**config.mk**
```make
export PLATFORM = sky130hd
export DESIGN_NAME = ladybird_execute
export DESIGN_NICKNAME = d
export VERILOG_FILES = /design/src/rtl/ladybird_execute.sv
export SDC_FILE = /design/constraint.sdc
export NUM_CORES = 1
export LEC_CHECK = 0
export ABC_AREA = 1
export ABC_CLOCK_PERIOD_IN_PS = 40800
export CAP_MARGIN = 20
export CELL_PAD_IN_SITES_DETAIL_PLACEMENT = 1
export CELL_PAD_IN_SITES_GLOBAL_PLACEMENT = 2
export CORE_AREA = 5 5 211 213
export CTS_CLUSTER_DIAMETER = 120
export DETAILED_ROUTE_END_ITERATION = 10
export DIE_AREA = 0 0 216 218
export GPL_TIMING_DRIVEN = 0
export HOLD_SLACK_MARGIN = 0.12
export PLACE_DENSITY = 0.87
export RECOVER_POWER = 100
export SYNTH_ARGS = -nofsm -noshare
export SYNTH_HDL_FRONTEND = slang
export SYNTH_SLANG_ARGS = --single-unit
```
**constraint.sdc**
```tcl
create_clock -name clk -period 40.8 [get_ports clk]
set_input_delay 6.12 -clock clk [delete_from_list [all_inputs] [get_ports clk]]
set_output_delay 6.12 -clock clk [all_outputs]
set_load 0.02 [all_outputs]
```
**src/rtl/ladybird_execute.sv**
```systemverilog
// Execute stage of the ladybird core: operand muxing, ALU, and a 2-entry
// in-order result buffer feeding writeback with valid/ready on both sides.

module ladybird_alu #(
   parameter int XLEN          = 32,
   parameter int SIMULATION    = 0,
   parameter int USE_FA_MODULE = 1
) (
   input  logic [2:0]      OPERATION,
   input  logic            ALTERNATE,
   input  logic [XLEN-1:0] SRC1,
   input  logic [XLEN-1:0] SRC2,
   output logic [XLEN-1:0] Q
);
   localparam int SHW = $clog2(XLEN);

   logic [XLEN-1:0]        src2_eff;
   logic [XLEN-1:0]        sum;
   logic [SHW-1:0]         shamt;
   logic signed [XLEN-1:0] sra_res;

   assign src2_eff = ALTERNATE ? ~SRC2 : SRC2;
   assign shamt    = SRC2[SHW-1:0];
   assign sra_res  = $signed(SRC1) >>> shamt;

   // Simulation builds use the behavioural adder for speed.
   generate
      if (USE_FA_MODULE != 0 && SIMULATION == 0) begin : g_ripple
         logic [XLEN-1:0] carry;
         assign carry[0] = ALTERNATE;
         for (genvar i = 0; i < XLEN; i++) begin : g_bit
            assign sum[i] = SRC1[i] ^ src2_eff[i] ^ carry[i];
            if (i < XLEN - 1) begin : g_carry
               assign carry[i+1] = (SRC1[i] & src2_eff[i]) | (carry[i] & (SRC1[i] ^ src2_eff[i]));
            end
         end
      end else begin : g_behav
         assign sum = SRC1 + src2_eff + {{(XLEN-1){1'b0}}, ALTERNATE};
      end
   endgenerate

   always_comb begin
      Q = '0;
      unique case (OPERATION)
         3'b000: Q = sum;
         3'b001: Q = SRC1 << shamt;
         3'b010: Q = {{(XLEN-1){1'b0}}, ($signed(SRC1) < $signed(SRC2))};
         3'b011: Q = {{(XLEN-1){1'b0}}, (SRC1 < SRC2)};
         3'b100: Q = SRC1 ^ SRC2;
         3'b101: Q = ALTERNATE ? $unsigned(sra_res) : (SRC1 >> shamt);
         3'b110: Q = SRC1 | SRC2;
         3'b111: Q = SRC1 & SRC2;
      endcase
   end
endmodule

module ladybird_execute #(
   parameter int SIMULATION    = 0,
   parameter int USE_FA_MODULE = 1,
   parameter int XLEN          = 32
) (
   input  logic            clk,
   input  logic            rst,
   input  logic            FLUSH,
   input  logic            I_VALID,
   output logic            I_READY,
   input  logic [2:0]      I_OPERATION,
   input  logic            I_ALTERNATE,
   input  logic [1:0]      I_SRC1_SEL,
   input  logic            I_SRC2_SEL,
   input  logic [XLEN-1:0] I_RS1,
   input  logic [XLEN-1:0] I_RS2,
   input  logic [XLEN-1:0] I_PC,
   input  logic [XLEN-1:0] I_IMM,
   input  logic [4:0]      I_RD,
   output logic            O_VALID,
   input  logic            O_READY,
   output logic [XLEN-1:0] O_RESULT,
   output logic [4:0]      O_RD,
   output logic            O_WE,
   output logic [31:0]     O_COUNT
);
   typedef enum logic [1:0] {EMPTY = 2'd0, ONE = 2'd1, FULL = 2'd2} state_e;

   state_e          state_q, state_d;
   logic [XLEN-1:0] res0_q, res0_d, res1_q, res1_d;
   logic [4:0]      rd0_q, rd0_d, rd1_q, rd1_d;
   logic            we0_q, we0_d, we1_q, we1_d;
   logic            i_ready_q, i_ready_d;
   logic            o_valid_q, o_valid_d;
   logic [31:0]     cnt_q, cnt_d;

   logic [XLEN-1:0] src1, src2, alu_q;
   logic            alu_alt, push, pop, we_new;

   always_comb begin
      unique case (I_SRC1_SEL)
         2'b00:   src1 = I_RS1;
         2'b01:   src1 = I_PC;
         default: src1 = '0;
      endcase
   end

   assign src2    = I_SRC2_SEL ? I_IMM : I_RS2;
   // Immediate adds never subtract; ALTERNATE stays live for srai.
   assign alu_alt = I_ALTERNATE & ~(I_SRC2_SEL & (I_OPERATION == 3'b000));

   ladybird_alu #(
      .XLEN          (XLEN),
      .SIMULATION    (SIMULATION),
      .USE_FA_MODULE (USE_FA_MODULE)
   ) u_alu (
      .OPERATION (I_OPERATION),
      .ALTERNATE (alu_alt),
      .SRC1      (src1),
      .SRC2      (src2),
      .Q         (alu_q)
   );

   assign push   = I_VALID & i_ready_q & ~FLUSH;
   assign pop    = o_valid_q & O_READY & ~FLUSH;
   assign we_new = (I_RD != 5'd0);

   always_comb begin
      state_d = state_q;
      res0_d  = res0_q;
      res1_d  = res1_q;
      rd0_d   = rd0_q;
      rd1_d   = rd1_q;
      we0_d   = we0_q;
      we1_d   = we1_q;
      cnt_d   = cnt_q + {31'd0, pop};
      unique case (state_q)
         EMPTY: if (push) begin
            res0_d  = alu_q;
            rd0_d   = I_RD;
            we0_d   = we_new;
            state_d = ONE;
         end
         ONE: begin
            if (push && pop) begin
               res0_d = alu_q;
               rd0_d  = I_RD;
               we0_d  = we_new;
            end else if (push) begin
               res1_d  = alu_q;
               rd1_d   = I_RD;
               we1_d   = we_new;
               state_d = FULL;
            end else if (pop) begin
               state_d = EMPTY;
            end
         end
         FULL: if (pop) begin
            res0_d  = res1_q;
            rd0_d   = rd1_q;
            we0_d   = we1_q;
            state_d = ONE;
         end
         default: state_d = EMPTY;
      endcase
      if (FLUSH) state_d = EMPTY;
      i_ready_d = (state_d != FULL);
      o_valid_d = (state_d != EMPTY);
   end

   always_ff @(posedge clk) begin
      if (rst) begin
         state_q   <= EMPTY;
         res0_q    <= '0;
         res1_q    <= '0;
         rd0_q     <= '0;
         rd1_q     <= '0;
         we0_q     <= 1'b0;
         we1_q     <= 1'b0;
         i_ready_q <= 1'b1;
         o_valid_q <= 1'b0;
         cnt_q     <= '0;
      end else begin
         state_q   <= state_d;
         res0_q    <= res0_d;
         res1_q    <= res1_d;
         rd0_q     <= rd0_d;
         rd1_q     <= rd1_d;
         we0_q     <= we0_d;
         we1_q     <= we1_d;
         i_ready_q <= i_ready_d;
         o_valid_q <= o_valid_d;
         cnt_q     <= cnt_d;
      end
   end

   assign I_READY  = i_ready_q;
   assign O_VALID  = o_valid_q;
   assign O_RESULT = res0_q;
   assign O_RD     = rd0_q;
   assign O_WE     = we0_q;
   assign O_COUNT  = cnt_q;
endmodule

```
## Word-level counts from Yosys, hierarchy flattened

Index checks and enable logic that the tools add are counted.
Widths: inputs -> output; s select.

- Register bits: 112
- Input bits: 145
- Word-level logic and storage cells: 233

- Add/subtract/negate cells: 1
- $lt $le $gt $ge: 2
- Equal/unequal tests: 14
- Shifts and indexed selects: 3
- Mux-type cells: 24
- Bitwise gates (word level): 170
- Reduce and logical (&&, ||, !) cells: 9

Operators by type and width:

| operator | number |
|---|---|
| $pmux 32 s8 | 1 |
| $mux 32 | 6 |
| $pmux 32 s3 | 1 |
| $and 1x1->1 | 68 |
| $lt 32x32->1 | 2 |
| $pmux 32 s2 | 1 |
| $xor 1x1->1 | 64 |
| $add 32x1->32 | 1 |
| $and 32x32->32 | 1 |
| $not 32->32 | 1 |
| $or 32x32->32 | 1 |
| $shl 32x5->32 | 1 |
| $shr 32x5->32 | 1 |
| $sshr 32x5->32 | 1 |
| $xor 32x32->32 | 1 |
| $or 1x1->1 | 31 |
| $mux 5 | 3 |
| $pmux 5 s3 | 1 |
| $eq 3x3->1 const B | 4 |
| $mux 2 | 6 |
| $ne 2x2->1 const B | 4 |
| $eq 3x2->1 const B | 2 |
| $pmux 2 s3 | 1 |
| $reduce_bool 5->1 | 1 |
| 13 further kinds | 19 |

## Longest topological paths before layout

- Depth after elaboration: 72
- Gate-level depth with buffers: 47
- Gate-level depth less buffers: 46

## Modules after synthesis

Synthesis repeated with hierarchy kept, for this count alone.

- Cells, all modules: 2282
- Area total of the unflattened synthesis: 13867.0 um2

Modules (own cells, without submodules):

| module | times used | cells an instance | area an instance (um2) | sequential area each (um2) |
|---|---|---|---|---|
| ladybird_alu | 1 | 1337 | 7587.3 | 0.0 |
| ladybird_execute | 1 | 945 | 6279.8 | 2242.2 |

## Worst setup path before layout

No wires, ideal clock.

- Path type: input to register
- Start: input port I_OPERATION[0]
- End: register res0_q[31], in the netlist O_RESULT[31]
- Setup time: 0.132 ns
- Arrival: 20.694 ns
- Required time: 40.668 ns
- Path slack: 19.974 ns
- Stages: 46
- Buffers on the path: 1
- Cells stage by stage: nor2_4 > inv_2 > nor2_1 > nand2_1 > nand2_2 > buf_2 > xor2_1 > fa_1 > fa_1 > fa_1 > fa_1 > fa_1 > fa_1 > fa_1 > fa_1 > fa_1 > fa_1 > fa_1 > [... 10 more ...] > fa_1 > fa_1 > fa_1 > fa_1 > fa_1 > fa_1 > inv_1 > fa_1 > inv_1 > fa_1 > fa_1 > xor2_1 > a21oi_1 > o21ai_0 > nand2_1 > nand2_1 > o211ai_1 > a21oi_1

- Cells in the longest elaborated chain, start to end: 72
- Elaborated cells between the ends (all ways): 143
- Those cells by class: eq/ne: 7; mux: 6; bitwise: 129; reduce/logical: 1

Ends and longest elaborated chain:

| element | line | RTL |
|---|---|---|
| start, declared | 67 | `input logic [2:0] I_OPERATION,` |
| $logic_not 3->1 | 44, 106 |  |
| $and 1x1->1 | 106 | `assign alu_alt = I_ALTERNATE & ~(I_SRC2_SEL & (I_OPERATION == 3'b000));` |
| $not 1->1 | 106 |  |
| $and 1x1->1 | 106 |  |
| $mux 32 | 22 | `assign src2_eff = ALTERNATE ? ~SRC2 : SRC2;` |
| $xor 1x1->1 | 34 | `assign carry[i+1] = (SRC1[i] & src2_eff[i]) \| (carry[i] & (SRC1[i] ^ src2_eff[i]));` |
| $and 1x1->1 | 34 |  |
| $or 1x1->1 | 34 |  |
| [... 56 more ...] | -- |  |
| $and 1x1->1 | 34 |  |
| $or 1x1->1 | 34 |  |
| $and 1x1->1 | 34 |  |
| $or 1x1->1 | 34 |  |
| $xor 1x1->1 | 32 | `assign sum[i] = SRC1[i] ^ src2_eff[i] ^ carry[i];` |
| $pmux 32 s8 (*) | 44 | `unique case (OPERATION)` |
| $mux 32 (on tied branches) | 141, 134 |  |
| $pmux 32 s3 (*) | 133 | `unique case (state_q)` |
| end signal, assigned | 181 | `res0_q <= res0_d;` |
| end, declared | 86 | `logic [XLEN-1:0] res0_q, res0_d, res1_q, res1_d;` |

Mark *: on every way between the ends. The rest lies on a longest branch, timed or not. The select of a mux whose other input is x is not followed.
A chain may end at the register's enable or synchronous reset.

## Worst setup path in the final report

- Start: input port I_OPERATION[1]
- End: register res0_q[31], in the netlist O_RESULT[31]

The elaborated chain is that of the path after synthesis.

==> metrics <==
CP max FO 10; Fmax 42.9 MHz; H-tree Lvls 3; final setup fails 0; via count about 16,000; crit path DAT 23.60 ns; reg-to-reg slack, setup between 30 and 40 ns; WL/cell 25.4 um; syn_nets 2,451; Critical Path Max Stage Delay 0.63 ns; number of remaining DRC errors 0; Tcrit/Tclk final 0.571; CTS root buf clkbuf_16; CTS tree yes; Ports ~220; Antenna Nets Post-Route 0; sequential fraction of the synthesis area 0.167; final net count 2,676; Setup Skew approximately 0.010 ns; core area approximately 43,000 um^2; register area 2240 um^2; post-placement setup slack about 18 ns; Post-synth EDFFs 0; IO buf count ~210; Most used DFF post-synth dfxtp_1; # Post-CTS Setup Buffers 0; Most Frequent Cell on Critical Path fa_1; cts repair resizes 0; Seq cells post-synth between 100 and 150; Distinct cells, synth 60; Reg clk slew, reported paths 0.08 ns; cells after synthesis between 2,000 and 2,500; final setup TNS 0 ns; Setup crit end kind flip-flop; Peak VDD IR approximately 0.024 mV; CTS buffer count 9; routability congestion estimate from global placement between 0.9 and 1; Via density approximately 5.6; headroom to the max-slew limit 0.339; global-route usage over all layers 0.307; yosys warns 0; global-route wire length before repair 109 mm; deepest clock path buffer count 2; top post-synthesis cells by count nand2_1, nand3_1, inv_1; drt pass-1 iters 5; Synth top area share 0.167; hold buffers post-CTS 0; Final Hold Viols 0; RSZ-0062 raised after global routing false; via count of the first global-routing pass 16,600; synthesized area 13,400 um^2; latest clock arrival within the worst-skew pair 0.36 ns; outcome completed; fin. max-slew vios 0; worst-margin pin slew 0.983 ns; area leader, netlist dfxtp_1; synth-to-layout area growth 22.9%; gr ovfl total 0; largest net degree at the start of global routing 22; row count 76; share of layout cells above drive strength 1 0.0760; die height 218 um; Worst Hold Class flip-flop to flip-flop; multi-input logic area 9750 um^2; Routed WL 75.1 mm; min Tclk post-route roughly 23 ns; Slowest-stage cell, CP dlygate4sd3_1; Area contributors post-synth dfxtp_1, nand2_1, nand3_1, ha_1, inv_1; Synth async-reset ratio 0; most common cell in the synthesized netlist nand2_1; initial antenna violation count 1; DRT iter0 DRCs between 1,000 and 1,500; leak pwr 7.87 nW; worst path required time 41.08 ns; Inserted Diodes 0; Initial Utilization 0.316; Post-Syn Area per Cell 6.16 um^2; maxcap violations 0; CP Launch Type input port; fillers approximately 5,600; crit path kind input port to flip-flop; pwr dens 25.3 nW/um^2; DIE AREA 47,100 um^2; # clock sinks between 100 and 150; final worst slack 17.48 ns; Post-DP HPWL 63.0 mm; DIE WIDTH 216 um
==> state kept, by name (all words and copies together), names as in the netlist <==
register,count
O_RESULT,32
we1_q,1
rd1_q,5
I_READY,1
state_q,2
O_VALID,1
O_WE,1
O_RD,5
res1_q,32
O_COUNT,32
==> per-layer routing <==
metal	vias to the layer above	GRT usage	share of wire
met3	75	0.0448	0.068
met4	2	0.0878	0.031
met5	-	0	0.00017
met2	605	0.494	0.44
li1	7655	-	-
met1	8114	0.430	0.46
==> per-stage QoR <==
step	cell area, um^2	hold slack (ns)	power [mW]	utilization	std cells
2_1_floorplan	13400	0.454	0.231	-	2177
3_3_place_gp	16200	0.454	0.315	0.382	2937
3_5_place_dp	16200	0.460	0.318	0.382	2937
4_1_cts	16600	0.473	0.414	0.390	2953
5_1_grt	16500	0.484	0.438	0.388	2953
6_report	16500	0.467	0.417	0.388	2953
==> final cells by class <==
class	count	share of cell area
timing repair buffer	214	0.130
clock buffer	9	0.0137
buffer	123	0.0378
tap	546	0.0414
multi-input combinational	1750	0.591
sequential	112	0.136
clock inverter	7	0.00614
inverter	192	0.0438
==> worst paths after layout <==
kind                   to            from  cells after the start
max          O_RESULT[31]  I_OPERATION[1]                     47
min          O_RESULT[23]    O_RESULT[23]                      2
max reg2reg   O_COUNT[30]         O_VALID                     19
min reg2reg  O_RESULT[23]    O_RESULT[23]                      2
==> report_power, final <==
group | total [mW] | switching, mW | leakage (nW) | internal, mW
clock | 0.0967 | 0.0472 | 0.158 | 0.0496
sequential | 0.114 | 0.00154 | 0.906 | 0.112
combinational | 0.207 | 0.142 | 6.81 | 0.0651
total | 0.417 | 0.191 | 7.87 | 0.227
==> worst max-delay path: cells and delay by family <==
| family | cells | cell delay [ns] |
|---|---|---|
| and+or+nand+nor | 6 | 1.39 |
| AOI/OAI and AO/OA | 5 | 0.67 |
| buffers and inverters | 5 | 1.60 |
| adders and majority gates | 30 | 13.47 |
| xor gates and xnor gates | 1 | 0.34 |
==> logic make-up after synthesis <==
| group | Yosys count | share of synthesized area |
|---|---|---|
| AOI/OAI and AO/OA | 350 | 0.146 |
| xor gates and xnor gates | 34 | 0.0222 |
| adders and majority gates | 129 | 0.137 |
| buffers and inverters | 315 | 0.101 |
| DFF | 112 | 0.167 |
| and+or+nand+nor | 1237 | 0.427 |
==> cells in the final DEF, fill, tap and decap left out, types with 10 or more instances in the layout <==
cell type	netlist	routed
fa_1	30	30
clkdlybuf4s50_1	0	139
nand2_2	22	19
nand3_1	369	372
or2_2	15	15
o21bai_1	10	10
buf_2	49	48
nor3_1	15	15
xor2_1	33	33
dfxtp_1	112	112
a31oi_1	13	13
dlygate4sd3_1	0	75
ha_1	99	99
o21ai_0	121	128
inv_1	177	180
nor2_1	154	160
o21ai_1	26	19
clkbuf_1	47	49
nand3_2	44	41
nand2_1	566	569
nand4_1	15	15
a21oi_1	124	125
Note: power is estimated with default switching activity, not from simulation.
